[src/rtl/md5_pkg.sv]
// Shared MD5 datapath constants: word/rotate widths, word type and the
// per-round left-rotate distances used by the round controller.
package md5_pkg;

  localparam int WORD_W = 32;
  localparam int ROT_W  = 5;

  typedef logic [WORD_W-1:0] word_t;

  // Rotate distance for round i, consumed as shift_amount by left_rotate.
  localparam logic [ROT_W-1:0] S [64] = '{
    5'd7,  5'd12, 5'd17, 5'd22, 5'd7,  5'd12, 5'd17, 5'd22,
    5'd7,  5'd12, 5'd17, 5'd22, 5'd7,  5'd12, 5'd17, 5'd22,
    5'd5,  5'd9,  5'd14, 5'd20, 5'd5,  5'd9,  5'd14, 5'd20,
    5'd5,  5'd9,  5'd14, 5'd20, 5'd5,  5'd9,  5'd14, 5'd20,
    5'd4,  5'd11, 5'd16, 5'd23, 5'd4,  5'd11, 5'd16, 5'd23,
    5'd4,  5'd11, 5'd16, 5'd23, 5'd4,  5'd11, 5'd16, 5'd23,
    5'd6,  5'd10, 5'd15, 5'd21, 5'd6,  5'd10, 5'd15, 5'd21,
    5'd6,  5'd10, 5'd15, 5'd21, 5'd6,  5'd10, 5'd15, 5'd21
  };

endpackage

[src/rtl/rotl_stage.sv]
// One level of the barrel rotator: rotate left by a fixed DIST when en is set,
// otherwise pass the word through unchanged.
module rotl_stage
  import md5_pkg::*;
#(
  parameter int WIDTH = WORD_W,
  parameter int DIST  = 1
) (
  input  logic [WIDTH-1:0] din,
  input  logic             en,
  output logic [WIDTH-1:0] dout
);

  logic [WIDTH-1:0] rotated;

  assign rotated = {din[WIDTH-1-DIST:0], din[WIDTH-1:WIDTH-DIST]};
  assign dout    = en ? rotated : din;

endmodule

[src/rtl/left_rotate.sv]
// Registered left-rotate for the MD5 round: a log2(WIDTH)-level barrel network
// feeding a single output register with a valid flag.
module left_rotate
  import md5_pkg::*;
#(
  parameter int WIDTH   = WORD_W,
  parameter int SHIFT_W = ROT_W
) (
  input  logic               clk,
  input  logic               rst,
  input  logic               in_valid,
  input  logic [WIDTH-1:0]   in,
  input  logic [SHIFT_W-1:0] shift_amount,
  output logic [WIDTH-1:0]   out,
  output logic               out_valid
);

  // Stage 0: combinational barrel network, level k rotates by 2^k.
  logic [WIDTH-1:0] stage_p0 [SHIFT_W+1];

  assign stage_p0[0] = in;

  for (genvar k = 0; k < SHIFT_W; k++) begin : g_stage
    rotl_stage #(
      .WIDTH (WIDTH),
      .DIST  (1 << k)
    ) u_stage (
      .din  (stage_p0[k]),
      .en   (shift_amount[k]),
      .dout (stage_p0[k+1])
    );
  end

  // Stage 1: output register; data only loads on valid so idle cycles do not toggle it.
  logic [WIDTH-1:0] out_p1;
  logic             vld_p1;

  always_ff @(posedge clk or posedge rst) begin
    if (rst) begin
      out_p1 <= '0;
      vld_p1 <= 1'b0;
    end else begin
      vld_p1 <= in_valid;
      if (in_valid) begin
        out_p1 <= stage_p0[SHIFT_W];
      end
    end
  end

  assign out       = out_p1;
  assign out_valid = vld_p1;

endmodule

[config.mk]
export PLATFORM = sky130hd
export DESIGN_NAME = left_rotate
export DESIGN_NICKNAME = d
export VERILOG_FILES = /design/src/rtl/md5_pkg.sv /design/src/rtl/rotl_stage.sv /design/src/rtl/left_rotate.sv
export SDC_FILE = /design/constraint.sdc
export NUM_CORES = 1
export LEC_CHECK = 0
export BUFFER_PORTS_ARGS = -buffer_cell sky130_fd_sc_hd__buf_2
export CAP_MARGIN = 20
export CORE_ASPECT_RATIO = 0.6
export CORE_MARGIN = 5
export CORE_UTILIZATION = 30
export DETAILED_ROUTE_END_ITERATION = 7
export PLACE_DENSITY_LB_ADDON = 0.08
export SLEW_MARGIN = 30
export SYNTH_ARGS = -nofsm -noshare
export SYNTH_HDL_FRONTEND = slang
export SYNTH_SLANG_ARGS = --single-unit
[constraint.sdc]
create_clock -name clk -period 2.1 [get_ports clk]
set_clock_uncertainty 0.15 [all_clocks]
set_input_delay 0.105 -clock clk [delete_from_list [all_inputs] [get_ports clk]]
set_output_delay 0.105 -clock clk [all_outputs]
set_load 0.01 [all_outputs]
* After elaboration in Yosys (flattened, before gate mapping)
Index checks and enable logic that the tools add are counted.
** Cells by class
- Multiplexer cells :: 5
** Operators by type and width (number)
- 32-bit two-way mux :: 5
** Word-level totals
- Bits in registers :: 33

* Longest topological paths before layout
- Word-level depth :: 5
- Mapped depth :: 7

* By module
Synthesis repeated with hierarchy kept, for this count alone.
** Unflattened totals
- Cell total of the unflattened synthesis :: 250
- Area, all modules :: 4095.2 um^2
** By module, submodules not included
- rotl_stage :: cells an instance 36, instances 5, area an instance 544.3 um^2
- left_rotate :: cells an instance 70, instances 1, area an instance 1373.8 um^2

* Worst setup path after synthesis
OpenSTA, ideal clock, no wires.
- Path type :: input to register
- From :: input port shift_amount[1]
- To :: register out_p1[21] (netlist: out[21])
- Cell stages on the path :: 6
- Arrival time :: 1.485 ns
- Setup time :: 0.104 ns
- Setup slack :: 0.361 ns
- Cells stage by stage :: buf_6 buf_12 mux2i_1 mux4_2 a22o_1 o41ai_2
** On the way
- Word-level cells in the longest chain between the ends :: 4
** RTL lines
- start: declaration :: line left_rotate.sv:13 : input logic [SHIFT_W-1:0] shift_amount,
- 32-bit two-way mux (4 in series) :: line rotl_stage.sv:17 : assign dout = en ? rotated : din;
- end signal: assignment :: line left_rotate.sv:45 : out_p1 <= stage_p0[SHIFT_W];
- end: declaration :: line left_rotate.sv:35 : logic [WIDTH-1:0] out_p1;
No other way between the ends.
A chain may end at the register's enable or synchronous reset.

* Worst setup path after layout
Ends and elaborated chain as after synthesis.

==> summary.md <==
| Metric | Value |
|---|---|
| LEAKAGE | 1.64 nW |
| IO Pins | 73 |
| Slew Limit Headroom | 0.641 |
| Fin crit period | 1.71 ns |
| Top Metal Used | met4 |
| Mapped Cells | around 280 |
| Die Ht | 89.0 microns |
| Root buffer cell | clkbuf_16 |
| GRT Residual Overflow | 0 |
| Total Routed Length | 10,400 microns |
| Clock tree buffer depth | 2 |
| CP arrival | 1.74 ns |
| P&R area growth vs syn | 24.3% |
| Post-synth top area share | 0.264 |
| Seq cells post-synth | 33 |
| Vias after detailed routing | 2,819 |
| Routability cong. | 0.899 |
| Hpwl dp | 8010 microns |
| Worst Hold Class | in -> reg |
| Worst-Skew Late Latency | 0.28 ns |
| Largest net degree at the start of global routing | 34 |
| Pwr Density | 658 mW/mm^2 |
| First drt pass iteration count | 5 |
| Crit-path max FO | 5 |
| Seq/Total Area, Yosys | 0.264 |
| Port Buffers | 72 |
| CTS Hold Bufs | 1 |
| DRT iter0 DRCs | 280 |
| Tot GR Track Use | 0.169 |
| Syn Std Cell Area | 0.00312 sq mm |
| Setup violators final | 0 |
| CP Launch Type | input port |
| Max Cap Viol | 0 |
| Row Count | 28 |
| Drt wl/cell | 21.2 microns |
| Core box area | 0.0100 sq mm |
| Required @ worst endpoint | roughly 2.1 ns |
| Routed Antenna Nets | 0 |
| Setup WS pre-CTS | 0.118 ns |
| Initial antenna violation count | 0 |
| Met2 routed WL | 4310 microns |
| Die width | around 140 microns |
| Yosys Warn Count | 0 |
| Area leader, netlist | dfrtp_1 |
| Initial core utilization | 0.312 |
| Worst-Margin Slew | 0.523 ns |
| Maximum vdd drop | 0.287 mV |
| Sink Count | 33 |
| Worst Path Class, Setup | in -> reg |
| Outcome | completed |
| Setup tns final | 0 ns |
| Vias in the first global route | 2,823 |
| Setup bufs post-CTS | 0 |
| Share of cells above drive strength 1 | 0.493 |
| Tot Pwr | 2.56 mW |
| Count of different cell masters after synthesis | 24 |
| CP endpoint kind | register |
| Fmax | 586 MHz |
| Global-route wire length before repair | 16,300 microns |
| Vias per Instance | around 5.7 |
| M1 wire length | roughly 5200 microns |
| Mean Syn Cell Area | approximately 11 sq um |
| Syn_nets | 318 |
| WHS | 0.141 ns |
| CTS resizes | 0 |
| Inserted Diodes | 0 |
| Metal3 WL | 824 microns |
| Final worst setup slack | 0.394 ns |
| Clk slew on worst S/H paths | 0.06 ns |
| Unrepaired setup endpoints after global routing | false |
| CTS H-tree depth | 2 |
| CTS buffer count | 5 |
| Period utilization | 0.812 |
| Nets | 396 |
| Full die area | 0.0126 sq mm |
| Synth area leaders | dfrtp_1, mux4_2, a22oi_1 |
| Drt drc | 0 |
| CTS tree | built |
| Slew Viols, Final | 0 |
| Fin. Hold Viols | 0 |
==> cell families after synthesis <==
| logic type | count (synthesis) | synth area share |
|---|---|---|
| AO/OA/AOI/OAI | 98 | 0.252 |
| multiplexers | 67 | 0.340 |
| buffers and inverters | 32 | 0.0549 |
| flip-flops | 33 | 0.264 |
| AND/OR/NAND/NOR | 48 | 0.0889 |
==> worst max-delay path, stage by stage <==
cell	delay (ns)
buf_2	0.14
buf_4	0.16
mux2i_1	0.20
mux4_2	0.57
a22o_1	0.27
o41ai_2	0.30
==> metrics by stage <==
stage                     cell area [sq um]  std cells   util
after floorplan                        3120        278      -
after global placement                 3720        483  0.371
after detailed placement               3720        483  0.371
after CTS                              3880        492  0.388
after global routing                   3880        492  0.388
final                                  3880        492  0.388
==> layout by cell type (no fill, tap or decap), drive strengths merged, types with 2 or more instances in the layout <==
| cell | count |
|---|---|
| buf | 100 |
| a22oi | 58 |
| dfrtp | 33 |
| mux2i | 32 |
| nor2b | 32 |
| mux4 | 31 |
| a31o | 28 |
| clkbuf | 7 |
| nand2 | 5 |
| nor2 | 4 |
| a21oi | 4 |
| mux2 | 4 |
| and2 | 4 |
| o41ai | 4 |
| inv | 2 |
| nand2b | 2 |
| o2bb2ai | 2 |
| a22o | 2 |
==> synthesized netlist by cell type, drive strengths merged <==
cell / n
a22oi: 58
dfrtp: 33
mux2i: 32
nor2b: 32
mux4: 31
a31o: 28
clkbuf: 18
buf: 12
nand2: 5
a21oi: 4
and2: 4
mux2: 4
nor2: 4
o41ai: 4
a22o: 2
inv: 2
nand2b: 2
o2bb2ai: 2
or2: 1
==> power breakdown <==
| part | switching (mW) | internal, mW |
|---|---|---|
| clock network | 0.301 | 0.503 |
| registers | 0.0560 | 0.731 |
| logic | 0.503 | 0.462 |
==> final timing paths <==
kind	startpoint	cells past startpoint	end	slack, ns
worst min-delay path	shift_amount[2]	4	out[9]	0.14
worst max-delay path	shift_amount[1]	6	out[21]	0.39
min in group asynchronous	rst	4	out[17]	0.32
worst min register to register	out[25]	2	out[25]	0.33
worst max register to register	out[29]	2	out[29]	1.04
max in group asynchronous	rst	4	out[31]	1.16
==> state kept, by name, indices dropped and copies added, names as in the netlist <==
register   cells
out           32
out_valid      1
==> cell type report <==
cell class	instances	area (sq um)
Sequential cell	33	826
Clock buffer	7	153
Timing Repair Buffer	101	593
Multi-Input combinational cell	213	2130
Clock inverter	1	5.00
Inverter	2	7.51
Fill cell	1043	6130
Tap cell	135	169
==> per-layer routing <==
metal  track usage  up-vias
met5             0        -
met1         0.250     1395
met4        0.0357        0
li1              -     1296
met2         0.240      121
met3        0.0540        7
Note: power is estimated with default switching activity, not from simulation.
